## src/rtl/hs_rx_multi.sv

```systemverilog
// Multi-channel req/ack receiver: per-channel request synchronisers, round-robin
// arbitration into a shared FIFO, drained through a valid/ready port tagged by channel.
module hs_rx_multi #(
    parameter int unsigned N           = 8,
    parameter int unsigned CH          = 2,
    parameter int unsigned SYNC_STAGES = 2,
    parameter int unsigned DEPTH       = 4,
    parameter int unsigned ACK_MODE    = 1
) (
    input  logic                                   clkb,
    input  logic                                   rst,
    input  logic [CH-1:0]                          data_req,
    input  logic [CH*N-1:0]                        data,
    output logic [CH-1:0]                          data_ack,
    output logic                                   out_valid,
    input  logic                                   out_ready,
    output logic [N-1:0]                           out_data,
    output logic [((CH > 1) ? $clog2(CH) : 1)-1:0] out_ch,
    output logic [$clog2(DEPTH+1)-1:0]             fifo_count
);

    localparam int unsigned CW   = (CH > 1) ? $clog2(CH) : 1;
    localparam int unsigned AW   = $clog2(DEPTH);
    localparam int unsigned CNTW = $clog2(DEPTH + 1);

    typedef enum logic [1:0] {IDLE, PEND, ACKW} ch_state_e;

    ch_state_e       st [CH];
    logic [CH-1:0]   sync_q [SYNC_STAGES];
    logic [CH-1:0]   req_s;
    logic [CH-1:0]   req_p;
    logic [CH-1:0]   rise;

    logic [CW-1:0]   rr_ptr;
    logic            gnt_vld;
    logic [CW-1:0]   gnt_idx;
    logic [CH-1:0]   gnt_oh;
    logic [N-1:0]    wr_data;

    logic [N-1:0]    mem_data [DEPTH];
    logic [CW-1:0]   mem_ch   [DEPTH];
    logic [AW-1:0]   wr_ptr;
    logic [AW-1:0]   rd_ptr;
    logic            pop;
    logic [CNTW-1:0] cnt_nxt;

    // Channel index 'off' positions after 'base', wrapping at CH.
    function automatic logic [CW-1:0] rr_idx(input logic [CW-1:0] base, input int unsigned off);
        int unsigned s;
        s = 32'(base) + off;
        if (s >= CH) s = s - CH;
        return CW'(s);
    endfunction

    assign req_s = sync_q[SYNC_STAGES-1];
    assign rise  = req_s & ~req_p;
    assign pop   = out_valid & out_ready;

    assign out_data = out_valid ? mem_data[rd_ptr] : '0;
    assign out_ch   = out_valid ? mem_ch[rd_ptr]   : '0;

    // Round-robin search over pending channels, blocked only by the registered count.
    always_comb begin
        gnt_vld = 1'b0;
        gnt_idx = '0;
        gnt_oh  = '0;
        wr_data = '0;
        if (fifo_count < CNTW'(DEPTH)) begin
            for (int unsigned i = 0; i < CH; i++) begin
                if (!gnt_vld && st[rr_idx(rr_ptr, i)] == PEND) begin
                    gnt_vld = 1'b1;
                    gnt_idx = rr_idx(rr_ptr, i);
                end
            end
        end
        for (int unsigned c = 0; c < CH; c++) begin
            if (gnt_vld && gnt_idx == CW'(c)) begin
                gnt_oh[c] = 1'b1;
                wr_data   = data[c*N +: N];
            end
        end
    end

    always_comb begin
        cnt_nxt = fifo_count;
        case ({gnt_vld, pop})
            2'b10:   cnt_nxt = fifo_count + CNTW'(1);
            2'b01:   cnt_nxt = fifo_count - CNTW'(1);
            default: cnt_nxt = fifo_count;
        endcase
    end

    always_ff @(posedge clkb) begin
        if (gnt_vld) begin
            mem_data[wr_ptr] <= wr_data;
            mem_ch[wr_ptr]   <= gnt_idx;
        end
    end

    always_ff @(posedge clkb) begin
        if (rst) begin
            for (int unsigned s = 0; s < SYNC_STAGES; s++) sync_q[s] <= '0;
            for (int unsigned c = 0; c < CH; c++) st[c] <= IDLE;
            req_p      <= '0;
            data_ack   <= '0;
            rr_ptr     <= '0;
            wr_ptr     <= '0;
            rd_ptr     <= '0;
            fifo_count <= '0;
            out_valid  <= 1'b0;
        end else begin
            sync_q[0] <= data_req;
            for (int unsigned s = 1; s < SYNC_STAGES; s++) sync_q[s] <= sync_q[s-1];
            req_p <= req_s;

            for (int unsigned c = 0; c < CH; c++) begin
                case (st[c])
                    IDLE:    if (rise[c]) st[c] <= PEND;
                    PEND:    if (gnt_oh[c]) st[c] <= (ACK_MODE == 0) ? IDLE : ACKW;
                    ACKW:    if (!req_s[c]) st[c] <= IDLE;
                    default: st[c] <= IDLE;
                endcase
                // Pulse mode acks only the grant edge; 4-phase holds while the request stays up.
                data_ack[c] <= (ACK_MODE == 0) ? gnt_oh[c]
                                               : (gnt_oh[c] | ((st[c] == ACKW) & req_s[c]));
            end

            if (gnt_vld) begin
                wr_ptr <= wr_ptr + AW'(1);
                rr_ptr <= rr_idx(gnt_idx, 1);
            end
            if (pop) rd_ptr <= rd_ptr + AW'(1);
            fifo_count <= cnt_nxt;
            out_valid  <= (cnt_nxt != '0);
        end
    end

endmodule

```

## config.mk

```make
export PLATFORM = sky130hd
export DESIGN_NAME = hs_rx_multi
export DESIGN_NICKNAME = d
export VERILOG_FILES = /design/src/rtl/hs_rx_multi.sv
export SDC_FILE = /design/constraint.sdc
export NUM_CORES = 1
export LEC_CHECK = 0
export CAP_MARGIN = 20
export CORE_AREA = 2 2 84 86
export DETAILED_ROUTE_END_ITERATION = 8
export DIE_AREA = 0 0 86 88
export HOLD_SLACK_MARGIN = 0.06
export PLACE_DENSITY = 0.58
export SETUP_SLACK_MARGIN = 0.1
export SYNTH_ARGS = -nofsm -noshare
export SYNTH_HDL_FRONTEND = slang
export SYNTH_SLANG_ARGS = --single-unit
```

## constraint.sdc

```tcl
create_clock -name clkb -period 1.95 [get_ports clkb]
set_clock_uncertainty 0.1 [all_clocks]
set_input_delay 0.39 -clock clkb [delete_from_list [all_inputs] [get_ports clkb]]
set_output_delay 0.39 -clock clkb [all_outputs]
set_load 0.01 [all_outputs]
```

# --- Word level (Yosys, flattened, before mapping) ---
# Memory sizes are Yosys's and may differ from the RTL's. A register that Yosys moved wholly into a read port is not among the register bits.
# Index checks and enable logic that the tools add are counted.
# Widths: inputs -> output; s select.
word_totals:
  memories: 4
  inputBits: 21
  ramBits: 44
  reg_bits: 13
  out_inout_bits: 15
op_classes:
  n_reduce_logical: 9
  mux: 68
  n_eq_ne: 8
  n_bitwise: 18
  n_addsub: 9
  magnitude_cmp: 4
memory_table:
  columns: ["name", "depth", "width", "rd", "rd_clocked_by_memory_dff", "write_ports", "line_no", "source"]
  rows:
  - ["mem_data", 4, 8, 1, 1, 1, "40", "logic [N-1:0] mem_data [DEPTH];"]
  - ["mem_ch", 4, 1, 1, 1, 1, "41", "logic [CW-1:0] mem_ch [DEPTH];"]
  - ["st", 2, 2, 4, 0, 2, "28", "ch_state_e st [CH];"]
  - ["sync_q", 2, 2, 2, 0, 2, "29", "logic [CH-1:0] sync_q [SYNC_STAGES];"]
ops:
  columns: ["op", "n"]
  rows:
  - ["$mux 1", 50]
  - ["$mux 2", 14]
  - ["$mux 8", 3]
  - ["$or 1x1->1", 12]
  - ["$eq 2x1->1 const B", 5]
  - ["$eq 2x2->1 const B", 3]
  - ["$pmux 3 s2", 1]
  - ["$reduce_or 3->1", 2]
  - ["$add 1x1->2 const B", 2]
  - ["$add 2x1->2 const B", 2]
  - ["$ge 2x2->1 const B", 2]
  - ["$logic_not 2->1", 2]
  - ["$add 3x1->3 const B", 1]
  - ["$and 1x1->1", 3]
  - ["$logic_and 1x1->1", 3]
  - ["$lt 3x3->1 const B", 1]
  - ["$reduce_bool 3->1", 1]
  - ["$sub 1x1->1 const B", 3]
  - ["$sub 3x1->3 const B", 1]
  - ["$and 2x2->2", 1]
  - ["$ge 1x2->1 const B", 1]
  - ["$not 2->2", 1]
  - ["$logic_not 1->1", 1]
  - ["$not 1->1", 1]

# --- Depth between registers and ports, before layout ---
# An unclocked memory read counts as a cell.
logic_depth:
  ltp_word: 21
  mapped_depth: 10
  mapped_depth_nobuf: 10

# --- Worst setup path before layout ---
# OpenSTA, ideal clock, no wires.
synth_timing:
  path_type: "register to register"
  startpoint: "memory st[0][1] (netlist bit)"
  endpoint: "register out_valid"
  required_time_ns: 1.718
  slack_ns: -0.169
  synth_period_minus_slack_ns: 2.119
  n_path_buf: 0
  path_stages_with_launch: 11
  arrival_time_ns: 1.887
  setup_ns: 0.132
  cell_sequence: "edfxtp_1 > nand2b_1 > a21oi_4 > inv_1 > ha_1 > inv_1 > fa_1 > xor2_1 > nor2_1 > xnor2_1 > a21oi_1"
synth_rtl:
  columns: ["element", "line_no", "source"]
  rows:
  - ["from (decl)", "28", null]
  - ["to (signal assigned)", "134", "out_valid <= (cnt_nxt != '0);"]
  - ["to (decl)", "15", "output logic out_valid,"]

==> run_results.csv <==
group,metric,value,unit
sta,final.period_utilization,106,%
logic_synthesis,netlist_instances,167,
logic_synthesis,async_flop_share,0,%
setup_path,critical_path_at,1.58,ns
drt,drt-initial-drc-count,64,
global_routing,first_global_vias,1575,
logic_synthesis,synth_nets,194,
drt,avgRoutedWirePerCell,14.0,um
drt,met3_wirelength,250,um
sta,maxClockFrequency,483,MHz
logic_synthesis,synthDistinctLibCells,32,
clock_tree,cts.sink_count,59,
drt,drt-pass1-iter-count,4,
layout,final_layout_size_suffix_gt1_share,32.4,%
clock_tree,clk_pin_slew,0.06,ns
setup_path,worst_ep_required_time,1.46,ns
layout,layout.cell_area.non_filler,0.00335,mm^2
sta,timing_worst_slew_pin_value,0.363,ns
sta,setup_viol,9,
drt,via_per_inst,4.78,
clock_tree,htree_num_levels,3,
floorplan,die_x,86,um
logic_synthesis,synth_area_per_cell,14.7,um^2
drt,topRoutingLayerUsed,"met4",
placement,postPlaceCellArea,0.00308,mm^2
clock_tree,clk_path_buf_depth,2,
drt,antenna_left,0,
sta,maxSlewHeadroom,75.6,%
drt,routed_wirelength,4440,um
floorplan,floorplan.rows,30,
placement,globalplace.congestion,0.794,
setup_path,worst-r2r-setup-slack,0.09,ns
sta,slew_limit_fails,0,
logic_synthesis,synth-edff-count,39,
setup_path,worstReg2RegEnd,"out_valid$_SDFF_PP0_",
placement,io_buffers,35,
power,powerDensity,1130,mW/mm^2
logic_synthesis,yosysWarningCount,0,
sta,post-route-worst-setup-slack,-0.118,ns
floorplan,initial_utilization,36.9,%
global_routing,grt_use_total,13.2,%
drt,detailroute.via_count,1520,
outcome,outcome,"finished with violations",
setup_path,worst_setup_path_start_kind,"register",
clock_tree,cts_buffers,9,
worst_hold_path,worst_hold_path.num_cells,1,
power,p_leak,0.00125,uW
logic_synthesis,synth_top_area_cell,"sky130_fd_sc_hd__edfxtp_1",
setup_path,setup.worst_path.class,"reg -> out",
sta,rsz0062_at_grt,"yes",
floorplan,top_level_ports,36,
setup_path,critPathCapture,"out_data[7]",
logic_synthesis,yosys.cell_count.top_type,"sky130_fd_sc_hd__edfxtp_1",
power,totalPowerFinal,3780,uW
logic_synthesis,netlist_top_cells_count,"39 x sky130_fd_sc_hd__edfxtp_1, 20 x sky130_fd_sc_hd__dfxtp_1, 14 x sky130_fd_sc_hd__and2_1, 14 x sky130_fd_sc_hd__nor2_1",
global_routing,antenna_found_initial,0,
logic_synthesis,post_synthesis_sequential_element_count,59,
drt,routed-wl-met2,2320,um
clock_tree,cts_root_buf,"sky130_fd_sc_hd__clkbuf_8",
global_routing,global_route.overflow_total,0,
global_routing,grt_max_degree,14,
drt,route.layer.met1.wl,1780,um
floorplan,die_h,88,um
outcome,failing_checks,"setup timing",
layout,antenna_diode_instance_count,0,
sta,timing.final.hold_violations,0,
worst_hold_path,worstHoldPathType,"reg -> reg",
job,cap_violations,0,
logic_synthesis,synth_flop_cell,"sky130_fd_sc_hd__edfxtp_1",
clock_tree,insertion_delay,0.33,ns
setup_path,cp-end-kind,"output port",
layout,final.fill_count,595,
floorplan,floorplan.die_area,0.00757,mm^2
setup_path,worst_r2r_path_depth,10,
logic_synthesis,post-synth-top-area-fraction,47.8,%
logic_synthesis,synth.top_cells.by_area,"sky130_fd_sc_hd__edfxtp_1 48%, sky130_fd_sc_hd__dfxtp_1 16%, sky130_fd_sc_hd__mux4_2 8.3%",
global_routing,wire_length_of_the_first_global_routing_pass,7290,um
logic_synthesis,synth_area,0.00245,mm^2
logic_synthesis,synth-seq-area-share,64.2,%
floorplan,placeable_core_area,0.00664,mm^2
placement,dp_hpwl,3130,um
drt,drc,0,
layout,finish.net_count,260,
layout,layout-area-overhead-vs-synth,36.7,%
sta,layout_min_cycle_time,2.07,ns
setup_path,critical_path.max_fanout,4,
setup_path,timing.rr.start,"st[0][0]$_SDFFCE_PP0P_",
power,vdd_drop_max,0.597,mV
clock_tree,tritoncts,"yes",
cell families (layout without fill, tap and decap cells):
| family | after synthesis | count (layout) | share of synthesized area [%] |
|---|---|---|---|
| AO/OA/AOI/OAI | 18 | 18 | 6.03 |
| XOR/XNOR | 6 | 6 | 2.15 |
| adder cells (fa/ha/maj) | 6 | 6 | 3.37 |
| buffers and inverters | 16 | 87 | 2.81 |
| flip-flops | 59 | 59 | 64.2 |
| multiplexers | 10 | 10 | 8.69 |
| AND/OR/NAND/NOR | 52 | 52 | 12.8 |
where the power goes:
group | switching [uW] | internal (uW) | total, uW
registers | 77.6 | 1510 | 1580
logic | 436 | 563 | 999
clock network | 450 | 750 | 1200
total | 964 | 2820 | 3780
worst min-delay path by stage:
stage / startpoint / to / slack, ns
final: sync_q[0][0]$_SDFF_PP0_ / sync_q[0][2]$_SDFF_PP0_ / 0.34
after global routing: sync_q[0][0]$_SDFF_PP0_ / sync_q[0][2]$_SDFF_PP0_ / 0.35
after CTS: sync_q[0][0]$_SDFF_PP0_ / sync_q[0][2]$_SDFF_PP0_ / 0.35
after detailed placement: sync_q[0][0]$_SDFF_PP0_ / sync_q[0][2]$_SDFF_PP0_ / 0.33
after global placement: sync_q[0][0]$_SDFF_PP0_ / sync_q[0][2]$_SDFF_PP0_ / 0.32
after floorplan: sync_q[0][0]$_SDFF_PP0_ / sync_q[0][2]$_SDFF_PP0_ / 0.31
layer usage:
metal | vias to the layer above | global-route usage, %
met3 | 9 | 3.49
met1 | 733 | 14.1
met5 | - | 0
li1 | 744 | -
met2 | 34 | 23.4
met4 | 0 | 7.79
timing repair:
action	4_1_cts	5_1_grt
resized for setup	45	6
setup buffers	3	1
hold buffers	0	0
gates cloned	1	0
setup endpoints to repair	13	20
pin swaps	11	1
critical path: stages, from the launching register on:
cell and delay, ns:
sky130_fd_sc_hd__dfxtp_4 0.37, sky130_fd_sc_hd__buf_12 0.12, sky130_fd_sc_hd__mux4_2 0.47, sky130_fd_sc_hd__and2_1 0.16, sky130_fd_sc_hd__buf_2 0.13
layout by cell type, fill, tap and decap left out, drive strengths merged, types with 2 or more instances in the layout:
cell           count
a31oi              2
xnor2              3
nand2b             4
and2              14
dfxtp             20
bufinv             2
xor2               3
a2111o             2
nor4               5
nor3               3
inv                9
nor2              14
clkbuf            11
nand2              3
ha                 5
a21oi              4
nor2b              6
a22o               8
clkdlybuf4s50     25
mux4               9
buf               36
clkinv             2
edfxtp            39
metrics by stage:
stage / std cells / setup TNS, ns / worst slack [ns] / hold WS (ns) / util (%)
finish: 318 / -0.962 / -0.118 / 0.343 / 50.4
global placement: 298 / -2.19 / -0.308 / 0.319 / 46.4
global route: 318 / -1.60 / -0.191 / 0.351 / 50.4
detailed placement: 298 / -2.31 / -0.332 / 0.332 / 46.4
floorplan: 167 / 0 / 0.00241 / 0.314 / -
CTS: 318 / -1.56 / -0.225 / 0.347 / 50.3
cell type report:
class	count	area (um^2)	share of cell area (%)
timing repair buffer	62	573	17.1
clock buffer	11	141	4.22
sequential	59	1580	47.1
multi-input combinational	92	846	25.3
clock inverter	5	77.6	2.32
inverter	9	33.8	1.01
tap	80	100	2.99
sequential cells by signal, indices dropped and copies added (netlist names), named ones only:
signal / cells
rd_ptr: 2
fifo_count: 3
rr_ptr: 1
req_p: 2
mem_data: 32
wr_ptr: 2
sync_q: 4
data_ack: 2
st: 4
out_valid: 1
mem_ch: 4
Note: power is estimated with default switching activity, not from simulation.
